File: src/rtl/ring_nic_pkg.sv
// Shared definitions for the ring NIC: packet field positions and the
// processor-visible register address codes.
package ring_nic_pkg;

  localparam int W = 64;

  // Packet layout. The NIC itself only looks at the virtual-channel bit.
  localparam int VC_BIT  = 63;
  localparam int DIR_BIT = 62;  // 0 = clockwise, 1 = counter-clockwise
  localparam int HOP_HI  = 55;
  localparam int HOP_LO  = 48;
  localparam int SRC_HI  = 47;
  localparam int SRC_LO  = 32;
  localparam int PAY_HI  = 31;
  localparam int PAY_LO  = 0;

  // Processor register select codes.
  typedef enum logic [1:0] {
    ADDR_IN_BUF   = 2'b00,  // read: received packet
    ADDR_IN_STAT  = 2'b01,  // read: {63'b0, in_full}
    ADDR_OUT_BUF  = 2'b10,  // write: packet to send
    ADDR_OUT_STAT = 2'b11   // read: {63'b0, out_full}
  } nic_addr_e;

  // Virtual channel a packet travels on.
  function automatic logic pkt_vc(input logic [W-1:0] pkt);
    return pkt[VC_BIT];
  endfunction

endpackage

File: src/rtl/ring_nic_slot.sv
// One-entry packet register with a full flag. Load has priority over
// clear, so a packet arriving in the same cycle the slot is drained is
// kept rather than lost.
module ring_nic_slot
  import ring_nic_pkg::*;
(
  input  logic         clk,
  input  logic         i_rst_n,
  input  logic         i_load,
  input  logic [W-1:0] i_data,
  input  logic         i_clear,
  output logic [W-1:0] o_data,
  output logic         o_full
);

  logic [W-1:0] r_data;
  logic         r_full;

  // Data/flag register: synchronous active-low reset, then load, then clear.
  always_ff @(posedge clk) begin
    if (!i_rst_n) begin
      r_data <= '0;
      r_full <= 1'b0;
    end else if (i_load) begin
      r_data <= i_data;
      r_full <= 1'b1;
    end else if (i_clear) begin
      r_full <= 1'b0;
    end
  end

  assign o_data = r_data;
  assign o_full = r_full;

endmodule

File: src/rtl/ring_nic.sv
// Ring network interface: one receive slot and one transmit slot between
// a processor register port and a router PE port.
//
// Handshakes (both directions): a transfer happens at a rising edge where
// the sender's valid (net_si / net_so) and the receiver's ready
// (net_ri / net_ro) are both 1. Valid never depends on the same-cycle
// state of the other side's valid; both are forced low while reset is low.
// The transmit side only asserts net_so when the held packet's VC bit
// matches the current ring polarity.
module ring_nic
  import ring_nic_pkg::*;
(
  input  logic         clk,
  input  logic         reset,
  input  logic         polarity,
  input  logic [1:0]   addr,
  input  logic [W-1:0] d_in,
  output logic [W-1:0] d_out,
  input  logic         nicEn,
  input  logic         nicWrEn,
  output logic         net_so,
  input  logic         net_ro,
  output logic [W-1:0] net_do,
  input  logic         net_si,
  output logic         net_ri,
  input  logic [W-1:0] net_di
);

  logic         w_rd;
  logic         w_wr;
  logic         w_in_full;
  logic [W-1:0] w_in_data;
  logic         w_out_full;
  logic [W-1:0] w_out_data;
  logic         w_in_load;
  logic         w_in_clear;
  logic         w_out_load;
  logic         w_out_clear;

  assign w_rd = nicEn & ~nicWrEn;
  assign w_wr = nicEn & nicWrEn;

  // Router-facing handshake outputs, held low during reset.
  assign net_ri = reset & ~w_in_full;
  assign net_so = reset & w_out_full & net_ro & (pkt_vc(w_out_data) == polarity);
  assign net_do = w_out_data;

  assign w_in_load   = net_si & net_ri;
  assign w_in_clear  = w_rd & (addr == ADDR_IN_BUF);
  assign w_out_load  = w_wr & (addr == ADDR_OUT_BUF) & ~w_out_full;
  assign w_out_clear = net_so;

  ring_nic_slot u_in_slot (
    .clk     (clk),
    .i_rst_n (reset),
    .i_load  (w_in_load),
    .i_data  (net_di),
    .i_clear (w_in_clear),
    .o_data  (w_in_data),
    .o_full  (w_in_full)
  );

  ring_nic_slot u_out_slot (
    .clk     (clk),
    .i_rst_n (reset),
    .i_load  (w_out_load),
    .i_data  (d_in),
    .i_clear (w_out_clear),
    .o_data  (w_out_data),
    .o_full  (w_out_full)
  );

  // Processor read mux; zero unless a read of a readable register.
  always_comb begin
    d_out = '0;
    if (w_rd) begin
      case (addr)
        ADDR_IN_BUF:   d_out = w_in_data;
        ADDR_IN_STAT:  d_out = {{(W-1){1'b0}}, w_in_full};
        ADDR_OUT_STAT: d_out = {{(W-1){1'b0}}, w_out_full};
        default:       d_out = '0;
      endcase
    end
  end

endmodule

File: config.mk
export PLATFORM = sky130hd
export DESIGN_NAME = ring_nic
export DESIGN_NICKNAME = d
export VERILOG_FILES = /design/src/rtl/ring_nic_pkg.sv /design/src/rtl/ring_nic_slot.sv /design/src/rtl/ring_nic.sv
export SDC_FILE = /design/constraint.sdc
export NUM_CORES = 1
export LEC_CHECK = 0
export BUFFER_PORTS_ARGS = -buffer_cell sky130_fd_sc_hd__buf_2
export CAP_MARGIN = 25
export CORE_MARGIN = 2
export CORE_UTILIZATION = 35
export DETAILED_ROUTE_END_ITERATION = 16
export GPL_TIMING_DRIVEN = 0
export PLACE_DENSITY_LB_ADDON = 0.05
export SLEW_MARGIN = 20
export SYNTH_ARGS = -nofsm -noshare
export SYNTH_HDL_FRONTEND = slang
export SYNTH_SLANG_ARGS = --single-unit
File: constraint.sdc
create_clock -name clk -period 2.2 [get_ports clk]
set_clock_uncertainty 0.05 [all_clocks]
set_input_delay 0.22 -clock clk [delete_from_list [all_inputs] [get_ports clk]]
set_output_delay 0.22 -clock clk [all_outputs]
set_load 0.05 [all_outputs]
==> impl_metrics.env <==
export IMPL_diodes=0
export IMPL_final_common_cell="buf_2"
export IMPL_die_area_um2=16200
export IMPL_crit_required_ps=1930
export IMPL_hold_viol_final=0
export IMPL_syn_area_um2=5320
export IMPL_final_cell_mix="284 x buf_2, 258 x nand2_1, 130 x dfxtp_1"
export IMPL_ys_ff_latch=130
export IMPL_drt_initial_drc_count=191
export IMPL_cp_max_fo=10
export IMPL_critical_path_top_delay_family="buffers and inverters"
export IMPL_antenna_found_initial=0
export IMPL_cpPeakStageDelay_ps=320
export IMPL_finalInstanceArea_um2=8410
export IMPL_clock_sinks=130
export IMPL_slowest_stage="nor4b_4"
export IMPL_cp_num_buf_inv=4
export IMPL_ant_nets=0
export IMPL_crit_path_start="addr[0]"
export IMPL_synth_ff_type="dfxtp_1"
export IMPL_placed_cell_area_um2=6890
export IMPL_whs_endpoint="u_out_slot.o_data[31]"
export IMPL_die_h_um=127
export IMPL_synthArstFlopShare=0
export IMPL_grt_total_usage=0.202
export IMPL_place_detailed_hpwl_mm=11.6
export IMPL_clockRootBuffer="clkbuf_16"
export IMPL_clkSlewWorstSetupHoldPaths_ps=50
export IMPL_grt_max_degree=17
export IMPL_min_from="d_in[31]"
export IMPL_seq_area_frac_synth=0.489
export IMPL_maxCapViolCount=0
export IMPL_ys_types=22
export IMPL_finalMaxSlewViolations=0
export IMPL_viasPerCell=4.56
export IMPL_gp_congestion=0.803
export IMPL_whs_path_depth=3
export IMPL_fp_coreArea_um2=15000
export IMPL_p_per_area_nw_per_um2=719
export IMPL_area_delta_synth_final_pct=57.9
export IMPL_rr_worst_depth=5
export IMPL_die_w_um=127
export IMPL_end_kind="primary output"
export IMPL_synth_edff_count=0
export IMPL_nNetsFinal=1155
export IMPL_power_mw=6.04
export IMPL_synth_cells=642
export IMPL_ios=267
export IMPL_drive_gt1_frac=0.313
export IMPL_cp_cell_sequence="buf_2 -> nor4b_4 -> buf_12 -> clkbuf_1 -> and2_1 -> buf_2"
export IMPL_hold_class="input port to flip-flop"
export IMPL_final_util=0.559
export IMPL_io_buffers=265
export IMPL_num_rows=45
export IMPL_finalSetupViolations=0
export IMPL_grt_pass1_wl_mm=26.4
export IMPL_setup_tns_ps=0
export IMPL_start_util=0.354
export IMPL_num_vias=5547
export IMPL_wirelength_mm=16.5
export IMPL_fmax_mhz=532
export IMPL_crit_arrival_ps=1610
export IMPL_first_pass_iters=4
export IMPL_vdd_ir_drop_max_uv=476
export IMPL_status="finished, final reports clean"
export IMPL_wl_per_cell_um=13.6
export IMPL_avgSynthCellArea_um2=8.29
export IMPL_finalCriticalPeriod_ps=1880
export IMPL_cts_tree="yes"
export IMPL_synth_warnings=0
export IMPL_r2r_slack_ps=690
export IMPL_r2r_end="u_in_slot.o_data[42]"
export IMPL_cts_buffers=17
export IMPL_grt_pass1_vias=5568
export IMPL_rsz0062_at_grt="no"
export IMPL_leakagePower_nw=4.26
export IMPL_critPathKind="input port to primary output"
export IMPL_cp_common_cell="buf_2"
export IMPL_max_slew_margin=0.639
export IMPL_critPathLaunchType="input port"
export IMPL_clk_latency_ps=400
export IMPL_overflow=0
export IMPL_period_share=0.854
export IMPL_r2r_start="u_in_slot.o_full"
export IMPL_htreeDepth=4
export IMPL_route_detailed_drc=0
export IMPL_cts_buffer_depth=2
export IMPL_worstMarginPinSlew_ps=541
export IMPL_syn_num_nets=779
[sequential cells by signal, summed over array words and instances (netlist names)]
name,cells
u_out_slot.o_data,64
u_in_slot.o_data,64
u_in_slot.o_full,1
u_out_slot.o_full,1
[where the power goes]
group,switching [mW],internal [mW]
Combinational,0.399,0.324
Clock,0.980,1.82
Sequential,0.0509,2.47
Total,1.43,4.61
[what timing repair did]
action | CTS | global route
hold endpoints to repair | 91 | 0
hold buffers | 91 | 0
buffers inserted | 0 | 1
setup endpoints to repair | 0 | 13
resized for setup | 0 | 0
[worst max-delay path by stage]
stage / endpoint / slack, ps / cells past startpoint
6_report: d_out[59] / 320 / 6
5_1_grt: d_out[60] / 190 / 6
4_1_cts: d_out[59] / 60 / 5
3_5_place_dp: d_out[56] / 60 / 5
3_3_place_gp: d_out[58] / 100 / 5
2_1_floorplan: u_out_slot.o_full / 350 / 3
[per-layer routing]
layer / global-route usage / vias up / wire (um)
met1: 0.242 / 2499 / 7140
met3: 0.0532 / 38 / 1090
met2: 0.337 / 207 / 7760
met4: 0.0931 / 0 / 486
li1: - / 2803 / -
met5: 0 / - / 0
[area by class of cell]
class                      instances  area, um2
buffer                            49        275
fill                            1395       6630
sequential                       130       2600
clock inverter                     5       75.1
tap                              188        235
clock buffer                      24        512
timing repair buffer             357       2260
multi-input combinational        463       2450
[cell usage after synthesis, types with 2 or more instances]
cell type / n / area share
nand2_1: 258 / 0.18
dfxtp_1: 130 / 0.49
mux2i_1: 65 / 0.12
nand3_1: 65 / 0.061
and2_1: 63 / 0.074
clkbuf_1: 22 / 0.016
buf_2: 19 / 0.018
buf_8: 5 / 0.014
and3b_1: 2 / 0.0033
[kinds of logic (layout without fill, tap and decap cells)]
kind of cell,Yosys count,in the layout,share of synthesized area
DFF,130,130,0.489
xor gates and xnor gates,1,1,0.00165
muxes,65,65,0.122
AOI/OAI and AO/OA,3,3,0.00446
and+or+nand+nor,394,394,0.331
buffers and inverters,49,435,0.0517
[tightest hold or removal path, stage by stage]
cell and delay [ps]:
buf_2 100, nand2_1 50, mux2i_1 50
[per-stage QoR]
| step | hold slack [ps] | setup WS [ps] | cells |
|---|---|---|---|
| after CTS | 0.0441 | 64.2 | 1215 |
| final | 12.2 | 322 | 1216 |
| after detailed placement | 356 | 62.9 | 1095 |
| after floorplan | 269 | 352 | 642 |
| after global placement | 353 | 105 | 1095 |
| after global routing | 9.94 | 194 | 1216 |
Power figures use the tool's default switching activity.
